--- src/rtl/apb_pkg.sv ---
// ============================================================================
// apb_pkg : shared APB types and constants (state encoding, widths, ID default)
// Rev 1.0
// ============================================================================
`default_nettype none

package apb_pkg;

  typedef enum logic [1:0] {
    IDLE   = 2'b00,
    ACCESS = 2'b10
  } state_t;

  localparam int          APB_DW       = 32;
  localparam int          APB_SW       = 4;
  localparam logic [31:0] APB_ID_VALUE = 32'hA5B0_0001;

endpackage

`default_nettype wire

--- src/rtl/apb_regfile.sv ---
// ============================================================================
// apb_regfile : word register array with byte-strobe write, read mux, flat export
// Rev 1.0
// ============================================================================
`default_nettype none

module apb_regfile
  import apb_pkg::*;
#(
  parameter int              DW       = APB_DW,
  parameter int              NREGS    = 8,
  parameter logic [DW-1:0]   ID_VALUE = APB_ID_VALUE,
  localparam int             SW       = DW / 8,
  localparam int             c_IW     = $clog2(NREGS)
) (
  input  logic                  i_clk,
  input  logic                  i_reset_n,
  input  logic                  i_we,
  input  logic [c_IW-1:0]       i_widx,
  input  logic [DW-1:0]         i_wdata,
  input  logic [SW-1:0]         i_wstrb,
  input  logic [c_IW-1:0]       i_ridx,
  output logic [DW-1:0]         o_rdata,
  output logic [NREGS*DW-1:0]   o_regs
);

  logic [DW-1:0] w_regs [NREGS];

  // Index 0 is the read-only ID; it has no storage behind it.
  assign w_regs[0] = ID_VALUE;

  for (genvar gi = 1; gi < NREGS; gi++) begin : g_reg
    logic [DW-1:0] r_q;

    always_ff @(posedge i_clk) begin
      if (!i_reset_n) begin
        r_q <= '0;
      end else if (i_we && (i_widx == c_IW'(gi))) begin
        for (int b = 0; b < SW; b++) begin
          if (i_wstrb[b]) r_q[8*b +: 8] <= i_wdata[8*b +: 8];
        end
      end
    end

    assign w_regs[gi] = r_q;
  end

  for (genvar gi = 0; gi < NREGS; gi++) begin : g_flat
    assign o_regs[gi*DW +: DW] = w_regs[gi];
  end

  assign o_rdata = (int'(i_ridx) < NREGS) ? w_regs[i_ridx] : '0;

endmodule

`default_nettype wire

--- src/rtl/apb_slave_regs.sv ---
// ============================================================================
// apb_slave_regs : APB4 completer with wait states, error decode and register file
// Rev 1.0
// ============================================================================
`default_nettype none

module apb_slave_regs
  import apb_pkg::*;
#(
  parameter int            DW          = APB_DW,
  parameter int            AW          = 8,
  parameter int            NREGS       = 8,
  parameter int            WAIT_CYCLES = 0,
  parameter logic [31:0]   ID_VALUE    = APB_ID_VALUE,
  localparam int           SW          = DW / 8
) (
  input  logic                  i_clk,
  input  logic                  i_reset_n,
  input  logic [AW-1:0]         i_paddr,
  input  logic                  i_pwrite,
  input  logic                  i_psel,
  input  logic                  i_penable,
  input  logic [DW-1:0]         i_pwdata,
  input  logic [SW-1:0]         i_pstrb,
  output logic [DW-1:0]         o_prdata,
  output logic                  o_pslverr,
  output logic                  o_pready,
  output logic [NREGS*DW-1:0]   o_regs
);

  localparam int          c_IW   = $clog2(NREGS);
  localparam int unsigned c_SPAN = 4 * NREGS;

  state_t            r_state;
  state_t            w_state_nxt;
  logic [3:0]        r_cnt;
  logic [c_IW-1:0]   r_idx;
  logic              r_write;
  logic [DW-1:0]     r_wdata;
  logic [SW-1:0]     r_strb;
  logic              r_err;
  logic [DW-1:0]     r_rdata;

  logic              w_setup;
  logic              w_done;
  logic              w_pready;
  logic              w_we;
  logic [c_IW-1:0]   w_idx;
  logic              w_oob;
  logic              w_err;
  logic [DW-1:0]     w_rd;

  // Decode is done on the live setup-phase bus; only the results are kept.
  assign w_idx = i_paddr[c_IW+1:2];
  assign w_oob = ({1'b0, i_paddr} >= (AW+1)'(c_SPAN));
  assign w_err = (|i_paddr[1:0]) | w_oob | (i_pwrite && (w_idx == '0));

  assign w_pready = (r_state == ACCESS) && (r_cnt == 4'd0);
  assign w_we     = w_done && r_write && !r_err;

  always_ff @(posedge i_clk) begin
    if (!i_reset_n) r_state <= IDLE;
    else            r_state <= w_state_nxt;
  end

  always_comb begin
    w_state_nxt = r_state;
    w_setup     = 1'b0;
    w_done      = 1'b0;
    case (r_state)
      IDLE: begin
        if (i_psel && !i_penable) begin
          w_state_nxt = ACCESS;
          w_setup     = 1'b1;
        end
      end
      ACCESS: begin
        if (!i_psel) begin
          w_state_nxt = IDLE;
        end else if (i_penable && w_pready) begin
          w_state_nxt = IDLE;
          w_done      = 1'b1;
        end
      end
      default: w_state_nxt = IDLE;
    endcase
  end

  always_ff @(posedge i_clk) begin
    if (!i_reset_n) begin
      r_cnt   <= 4'd0;
      r_idx   <= '0;
      r_write <= 1'b0;
      r_wdata <= '0;
      r_strb  <= '0;
      r_err   <= 1'b0;
      r_rdata <= '0;
    end else if (w_setup) begin
      r_cnt   <= 4'(WAIT_CYCLES);
      r_idx   <= w_idx;
      r_write <= i_pwrite;
      r_wdata <= i_pwdata;
      r_strb  <= i_pstrb;
      r_err   <= w_err;
      r_rdata <= (w_err || i_pwrite) ? '0 : w_rd;
    end else if ((r_state == ACCESS) && (r_cnt != 4'd0)) begin
      r_cnt <= r_cnt - 4'd1;
    end
  end

  apb_regfile #(
    .DW       (DW),
    .NREGS    (NREGS),
    .ID_VALUE (ID_VALUE)
  ) u_regfile (
    .i_clk     (i_clk),
    .i_reset_n (i_reset_n),
    .i_we      (w_we),
    .i_widx    (r_idx),
    .i_wdata   (r_wdata),
    .i_wstrb   (r_strb),
    .i_ridx    (w_idx),
    .o_rdata   (w_rd),
    .o_regs    (o_regs)
  );

  assign o_pready  = w_pready;
  assign o_pslverr = w_pready & r_err;
  assign o_prdata  = w_pready ? r_rdata : '0;

endmodule

`default_nettype wire

--- config.mk ---
export PLATFORM = sky130hd
export DESIGN_NAME = apb_slave_regs
export DESIGN_NICKNAME = d
export VERILOG_FILES = /design/src/rtl/apb_pkg.sv /design/src/rtl/apb_regfile.sv /design/src/rtl/apb_slave_regs.sv
export SDC_FILE = /design/constraint.sdc
export NUM_CORES = 1
export LEC_CHECK = 0
export CAP_MARGIN = 0
export CORE_ASPECT_RATIO = 0.8
export CORE_MARGIN = 2
export CORE_UTILIZATION = 44
export DETAILED_ROUTE_END_ITERATION = 6
export GPL_TIMING_DRIVEN = 0
export PLACE_DENSITY = 0.77
export SYNTH_ARGS = -nofsm -noshare
export SYNTH_HDL_FRONTEND = slang
export SYNTH_SLANG_ARGS = --single-unit
--- constraint.sdc ---
create_clock -name i_clk -period 1.9 [get_ports i_clk]
set_input_delay 0.285 -clock i_clk [delete_from_list [all_inputs] [get_ports i_clk]]
set_output_delay 0.285 -clock i_clk [all_outputs]
set_load 0.03 [all_outputs]
==> results of run 1 <==
-- synthesized netlist by cell type, types with 10 or more instances --
cell	number	share of area, %
nand4_1	28	1.4
dfxtp_1	302	49
buf_2	10	0.41
buf_1	24	0.74
clkbuf_1	77	2.4
buf_4	32	2.0
a21oi_1	50	2.0
inv_1	10	0.31
o31ai_1	24	1.5
nand2_1	149	4.6
nand3_1	225	9.2
mux2_2	24	2.2
a221oi_1	32	2.3
o21ai_0	225	9.2
nor2b_1	31	1.6
and2_1	38	1.9
mux4_2	32	5.9
-- per-layer routing --
| layer | part of all wire, % | track usage [%] |
|---|---|---|
| met5 | 0.043 | 0 |
| met3 | 14 | 10.1 |
| met4 | 4.9 | 13.4 |
| met1 | 37 | 43.4 |
| met2 | 45 | 53.0 |
-- what timing repair did --
action	4_1_cts	5_1_grt
cloned	7	15
setup endpoints to repair	503	347
gates resized for setup	600	441
pin swaps	46	17
buffers inserted	46	22
-- final cells by class --
type | count | area share, %
tap | 364 | 2.40
sequential | 302 | 31.9
clock buffer | 46 | 4.91
clock inverter | 10 | 0.488
timing repair buffer | 388 | 21.0
buffer | 141 | 5.75
multi-input combinational | 929 | 33.4
inverter | 11 | 0.218
-- final timing paths --
kind	start	end	cells past startpoint
setup / recovery	r_cnt[0]	o_prdata[20]	8
hold / removal	i_pwdata[28]	r_wdata[28]	3
setup reg to reg	r_cnt[0]	u_regfile.g_reg[1].r_q[27]	12
hold reg to reg	r_wdata[17]	r_wdata[17]	2
-- through the flow --
stage          cells  setup TNS, ps
2_1_floorplan   1390           -511
3_3_place_gp    2057        -290890
3_5_place_dp    2057        -316310
4_1_cts         2164         -31530
5_1_grt         2191         -62580
6_report        2191         -49430
-- flip-flops by register name, indices dropped and copies added (netlist names) --
| signal | count |
|---|---|
| u_regfile.g.r_q | 224 |
| r_rdata | 32 |
| r_wdata | 32 |
| r_cnt | 4 |
| r_strb | 4 |
| r_idx | 3 |
| r_err | 1 |
| r_state | 1 |
| r_write | 1 |
-- cell families (layout without fill, tap and decap cells) --
family,count (synthesis),after routing,share of synthesized area (%)
AND/OR/NAND/NOR,488,488,19.6
AO/OA/AOI/OAI,340,340,15.4
flip-flops,302,302,49.4
buffers and inverters,159,596,6.27
multiplexers,64,64,8.76
XOR/XNOR,3,3,0.215
adder cells (fa/ha/maj),2,2,0.205
other,2,32,0.0614
-- placed cells by master (no fill, tap or decap), drive strengths merged, types with 32 or more instances in the layout --
cell,n
a21oi,50
a221oi,32
and2,38
buf,176
clkbuf,129
clkdlybuf4s50,44
conb,32
dfxtp,302
dlygate4sd2,172
dlymetal6s2s,52
mux4,32
nand2,149
nand3,225
o21ai,233
-- report_power, final --
group | leakage, nW | switching, mW | internal (mW) | total, mW
Combinational | 5.62 | 0.719 | 0.363 | 1.08
Sequential | 2.44 | 0.0335 | 6.37 | 6.41
Clock | 0.509 | 2.61 | 3.51 | 6.11
Total | 8.57 | 3.36 | 10.2 | 13.6
-- worst max-delay path: cells and delay by family, from the launching register on --
kind	cells	cell delay [ps]
fa+ha+maj	1	130
flops	1	330
simple gates	2	350
buf+inv	5	730
==> flow_metrics.env, run 1 <==
export IMPL_clock_latency_ps=570
export IMPL_num_rows=54
export IMPL_crit_top_cell="clkbuf_16"
export IMPL_synth_cell_types=35
export IMPL_cp_max_fo=8
export IMPL_dpl_worst_slack_ps=-1470
export IMPL_cp_cell_sequence="inv_2, ha_4, nor4bb_4, buf_4, clkbuf_16, clkbuf_16, and2_4, buf_6"
export IMPL_multi_input_area_um2=6340
export IMPL_via_per_inst=6.13
export IMPL_port_buffers=303
export IMPL_max_slew_margin_rel_pct=37.5
export IMPL_syn_to_final_growth_pct=55.2
export IMPL_power_leakage_nw=8.57
export IMPL_cts_buffers=30
export IMPL_syn_area_per_cell_um2=8.99
export IMPL_worst_slack_ps=-514
export IMPL_fillers=2128
export IMPL_placed_area_um2=15900
export IMPL_die_area_um2=29100
export IMPL_ys_seq_elements=302
export IMPL_fmaxAchievable_mhz=414
export IMPL_slowest_stage="dfxtp_2"
export IMPL_drc=0
export IMPL_arrival_ps=2130
export IMPL_wirelength_um=54100
export IMPL_grt_overflow=0
export IMPL_hold_buffers=0
export IMPL_via_count=13400
export IMPL_hold_path_class="in -> reg"
export IMPL_worst_slew_pin_slew_ps=938
export IMPL_synth_edff_count=0
export IMPL_postLayoutCoreUtil_pct=69.5
export IMPL_critPathKind="reg -> out"
export IMPL_final_hold_viol_count=0
export IMPL_gp_congestion=0.903
export IMPL_start_kind="flop"
export IMPL_drive_gt1_share_pct=26.3
export IMPL_htreeDepth=1
export IMPL_clockBufferDepth=3
export IMPL_drt_iter0_markers=1514
export IMPL_first_pass_iters=6
export IMPL_ys_warn_count=0
export IMPL_status="complete, but fails checks"
export IMPL_finalCritPeriodShare_pct=127
export IMPL_ir_drop_mv=0.815
export IMPL_ios=339
export IMPL_nNetsFinal=1854
export IMPL_seq_area_um2=6050
export IMPL_grt_usage_pct=33.7
export IMPL_setup_viol=275
export IMPL_cts_sink_count=302
export IMPL_antennaDiodeCount=0
export IMPL_min_period_ps=2410
export IMPL_endpoint_kind="output port"
export IMPL_synthArstFlopShare_pct=0
export IMPL_fin_hold_ws_ps=270
export IMPL_violations="negative setup slack"
export IMPL_dp_final_hpwl_um=36400
export IMPL_power_mw=13.6
export IMPL_stdcell_area_um2=19000
export IMPL_grt_pass1_wl_um=74300
export IMPL_clock_skew_ps=25.9
export IMPL_critPathRequiredTime_ps=1620
export IMPL_grt_max_degree=16
export IMPL_grt_pass1_vias=12200
export IMPL_maxCapViolCount=0
export IMPL_synth_flop_cell="dfxtp_1"
export IMPL_initial_core_util_pct=44.8
export IMPL_rsz0062_at_grt="yes"
export IMPL_reg2reg_setup_slack_ps=-290
export IMPL_antenna_found_initial=2
export IMPL_powerDensity_nw_per_um2=717
export IMPL_synth_cells=1360
export IMPL_antenna_left=0
export IMPL_cts_tree="done"
export IMPL_cp_slowest_stage_delay_ps=330
export IMPL_clockRootBuffer="clkbuf_16"
export IMPL_clk_pin_slew_worst_paths_ps=70
export IMPL_seq_area_frac_synth_pct=49.4
export IMPL_coreArea_um2=27300
export IMPL_die_width_um=190
export IMPL_routedWlPerCell_um=24.7
export IMPL_syn_cell_area_um2=12200
export IMPL_dieHeight_um=153
export IMPL_slew_violations=0
Note: power is estimated with default switching activity, not from simulation.
==> run 2, diff against run 1 <==
--- a/config.mk
+++ b/config.mk
@@ -8,10 +8,10 @@
 export CAP_MARGIN = 0
 export CORE_ASPECT_RATIO = 0.8
 export CORE_MARGIN = 2
-export CORE_UTILIZATION = 44
+export CORE_UTILIZATION = 42
 export DETAILED_ROUTE_END_ITERATION = 6
 export GPL_TIMING_DRIVEN = 0
-export PLACE_DENSITY = 0.77
+export PLACE_DENSITY = 0.74
 export SYNTH_ARGS = -nofsm -noshare
 export SYNTH_HDL_FRONTEND = slang
 export SYNTH_SLANG_ARGS = --single-unit
==> flow_metrics.env, run 2 (synthesized netlist as in run 1, its figures left out) <==
export IMPL_clockRootBuffer="clkbuf_16"
export IMPL_layout_common_cells="dfxtp_1 (299), o21ai_1 (175), dlygate4sd2_1 (164)"
export IMPL_worst_slack_ps=-509
export IMPL_maxCapViolCount=0
export IMPL_grt_usage_pct=32.3
export IMPL_first_pass_iters=5
export IMPL_regMostFlops="u_regfile.g.r_q"
export IMPL_slowest_stage="dfxtp_2"
export IMPL_routedWlPerCell_um=24.6
export IMPL_drc=0
export IMPL_die_width_um=195
export IMPL_nNetsFinal=1849
export IMPL_grt_overflow=0
export IMPL_violations="negative setup slack"
export IMPL_htreeDepth=1
export IMPL_ir_drop_mv=0.842
export IMPL_rsz0062_at_grt="yes"
export IMPL_ios=339
export IMPL_via_count=13100
export IMPL_syn_to_final_growth_pct=55.3
export IMPL_grt_pass1_vias=12000
export IMPL_final_common_cell="dfxtp_1"
export IMPL_antenna_left=0
export IMPL_clockBufferDepth=3
export IMPL_largestRegisters="u_regfile.g.r_q: 224 flops, r_rdata: 32 flops, r_wdata: 32 flops"
export IMPL_drt_iter0_markers=1431
export IMPL_arrival_ps=2120
export IMPL_grt_max_degree=15
export IMPL_place_inst=2063
export IMPL_port_buffers=303
export IMPL_power_leakage_nw=8.54
export IMPL_hold_path_class="in -> reg"
export IMPL_critPathKind="reg -> out"
export IMPL_min_period_ps=2410
export IMPL_cp_cell_sequence="inv_2, ha_4, nor4bb_4, buf_4, clkbuf_16, clkbuf_16, and2_2, buf_6"
export IMPL_status="complete, but fails checks"
export IMPL_cts_tree="done"
export IMPL_grt_pass1_wl_um=74400
export IMPL_coreArea_um2=28500
export IMPL_via_per_inst=5.99
export IMPL_cp_max_fo=8
export IMPL_worst_slew_pin_slew_ps=1030
export IMPL_largest_register_ffs=224
export IMPL_die_area_um2=30500
export IMPL_setup_viol=275
export IMPL_dp_final_hpwl_um=36700
export IMPL_critPathRequiredTime_ps=1620
export IMPL_crit_top_cell="clkbuf_16"
export IMPL_powerDensity_nw_per_um2=706
export IMPL_num_rows=55
export IMPL_cts_sink_count=302
export IMPL_slew_violations=0
export IMPL_fmaxAchievable_mhz=415
export IMPL_final_hold_viol_count=0
export IMPL_gp_congestion=0.892
export IMPL_antenna_found_initial=5
export IMPL_start_kind="flop"
export IMPL_clock_latency_ps=570
export IMPL_power_mw=13.4
export IMPL_finalCritPeriodShare_pct=127
export IMPL_clk_pin_slew_worst_paths_ps=60
export IMPL_wirelength_um=53900
export IMPL_cts_buffers=30
export IMPL_max_slew_margin_rel_pct=31.5
export IMPL_drive_gt1_share_pct=26.8
export IMPL_endpoint_kind="output port"
export IMPL_final_cells=2189
export IMPL_initial_core_util_pct=42.9
export IMPL_dieHeight_um=157
export IMPL_cp_slowest_stage_delay_ps=350
export IMPL_clock_skew_ps=18.6
-- run 2: cell count changes in the layout (fill, tap and decap cells not counted), sizes merged --
| cell | before | now |
|---|---|---|
| clkdlybuf4s15 | 2 | 0 |
| clkinv | 9 | 8 |
| clkbuf | 129 | 119 |
| dlymetal6s2s | 52 | 55 |
| buf | 176 | 178 |
| diode | 0 | 2 |
| clkdlybuf4s50 | 44 | 50 |
| dlygate4sd2 | 172 | 164 |
-- run 2: final timing paths --
path                            slack (ps)                          to  cells after the start   startpoint
worst max-delay path                  -510                o_prdata[18]                      8     r_cnt[0]
worst min-delay path                   270                  r_wdata[1]                      3  i_pwdata[1]
worst max register to register        -310  u_regfile.g_reg[4].r_q[30]                     12     r_cnt[1]
worst min register to register         460                 r_wdata[26]                      2  r_wdata[26]
-- run 2: layout make-up --
| class | instances | area (µm²) |
|---|---|---|
| Buffer | 145 | 1130 |
| Tap cell | 370 | 463 |
| Clock buffer | 42 | 897 |
| Inverter | 11 | 41.3 |
| Clock inverter | 9 | 72.6 |
| Fill cell | 2336 | 9500 |
| Timing Repair Buffer | 379 | 3900 |
| Antenna cell | 2 | 5.00 |
| Sequential cell | 302 | 6050 |
| Multi-Input combinational cell | 929 | 6430 |
-- run 2: where the power goes --
part / internal (mW) / leakage, nW / total (mW) / switching (mW)
registers: 6.37 / 2.44 / 6.41 / 0.0337
clock network: 3.39 / 0.485 / 5.92 / 2.53
logic: 0.357 / 5.61 / 1.08 / 0.720
total: 10.1 / 8.54 / 13.4 / 3.29
-- run 2: worst max-delay path: cells and delay by family, from the launching register on --
| kind | cells | cell delay (ps) |
|---|---|---|
| AND/OR/NAND/NOR | 2 | 330 |
| adder cells (fa/ha/maj) | 1 | 150 |
| buffers and inverters | 5 | 720 |
| flip-flops | 1 | 350 |
-- run 2: timing repair --
item | 4_1_cts | 5_1_grt
buffers inserted | 39 | 18
pin swaps | 56 | 6
hold buffers | 0 | 0
setup endpoints to repair | 477 | 344
gates resized for setup | 590 | 462
cloned | 7 | 13
-- run 2: per-stage QoR --
stage | util, % | cell area [µm²] | setup TNS (ps) | setup slack [ps] | hold WS [ps]
floorplan | - | 12400 | -511 | -26.4 | 372
global placement | 55.8 | 15900 | -291110 | -1370 | 429
detailed placement | 55.8 | 15900 | -303470 | -1450 | 433
CTS | 62.0 | 17700 | -30020 | -506 | 267
global route | 66.7 | 19000 | -72310 | -551 | 274
finish | 66.7 | 19000 | -54130 | -509 | 268
-- run 2: per-layer routing --
layer  vias up  track usage, %  wire length (µm)
met3       144            8.34              6560
met5         -               0                13
met2       883            50.8             24300
met1      6359            43.3             21300
li1       5717               -                 -
met4         2            11.1              1730
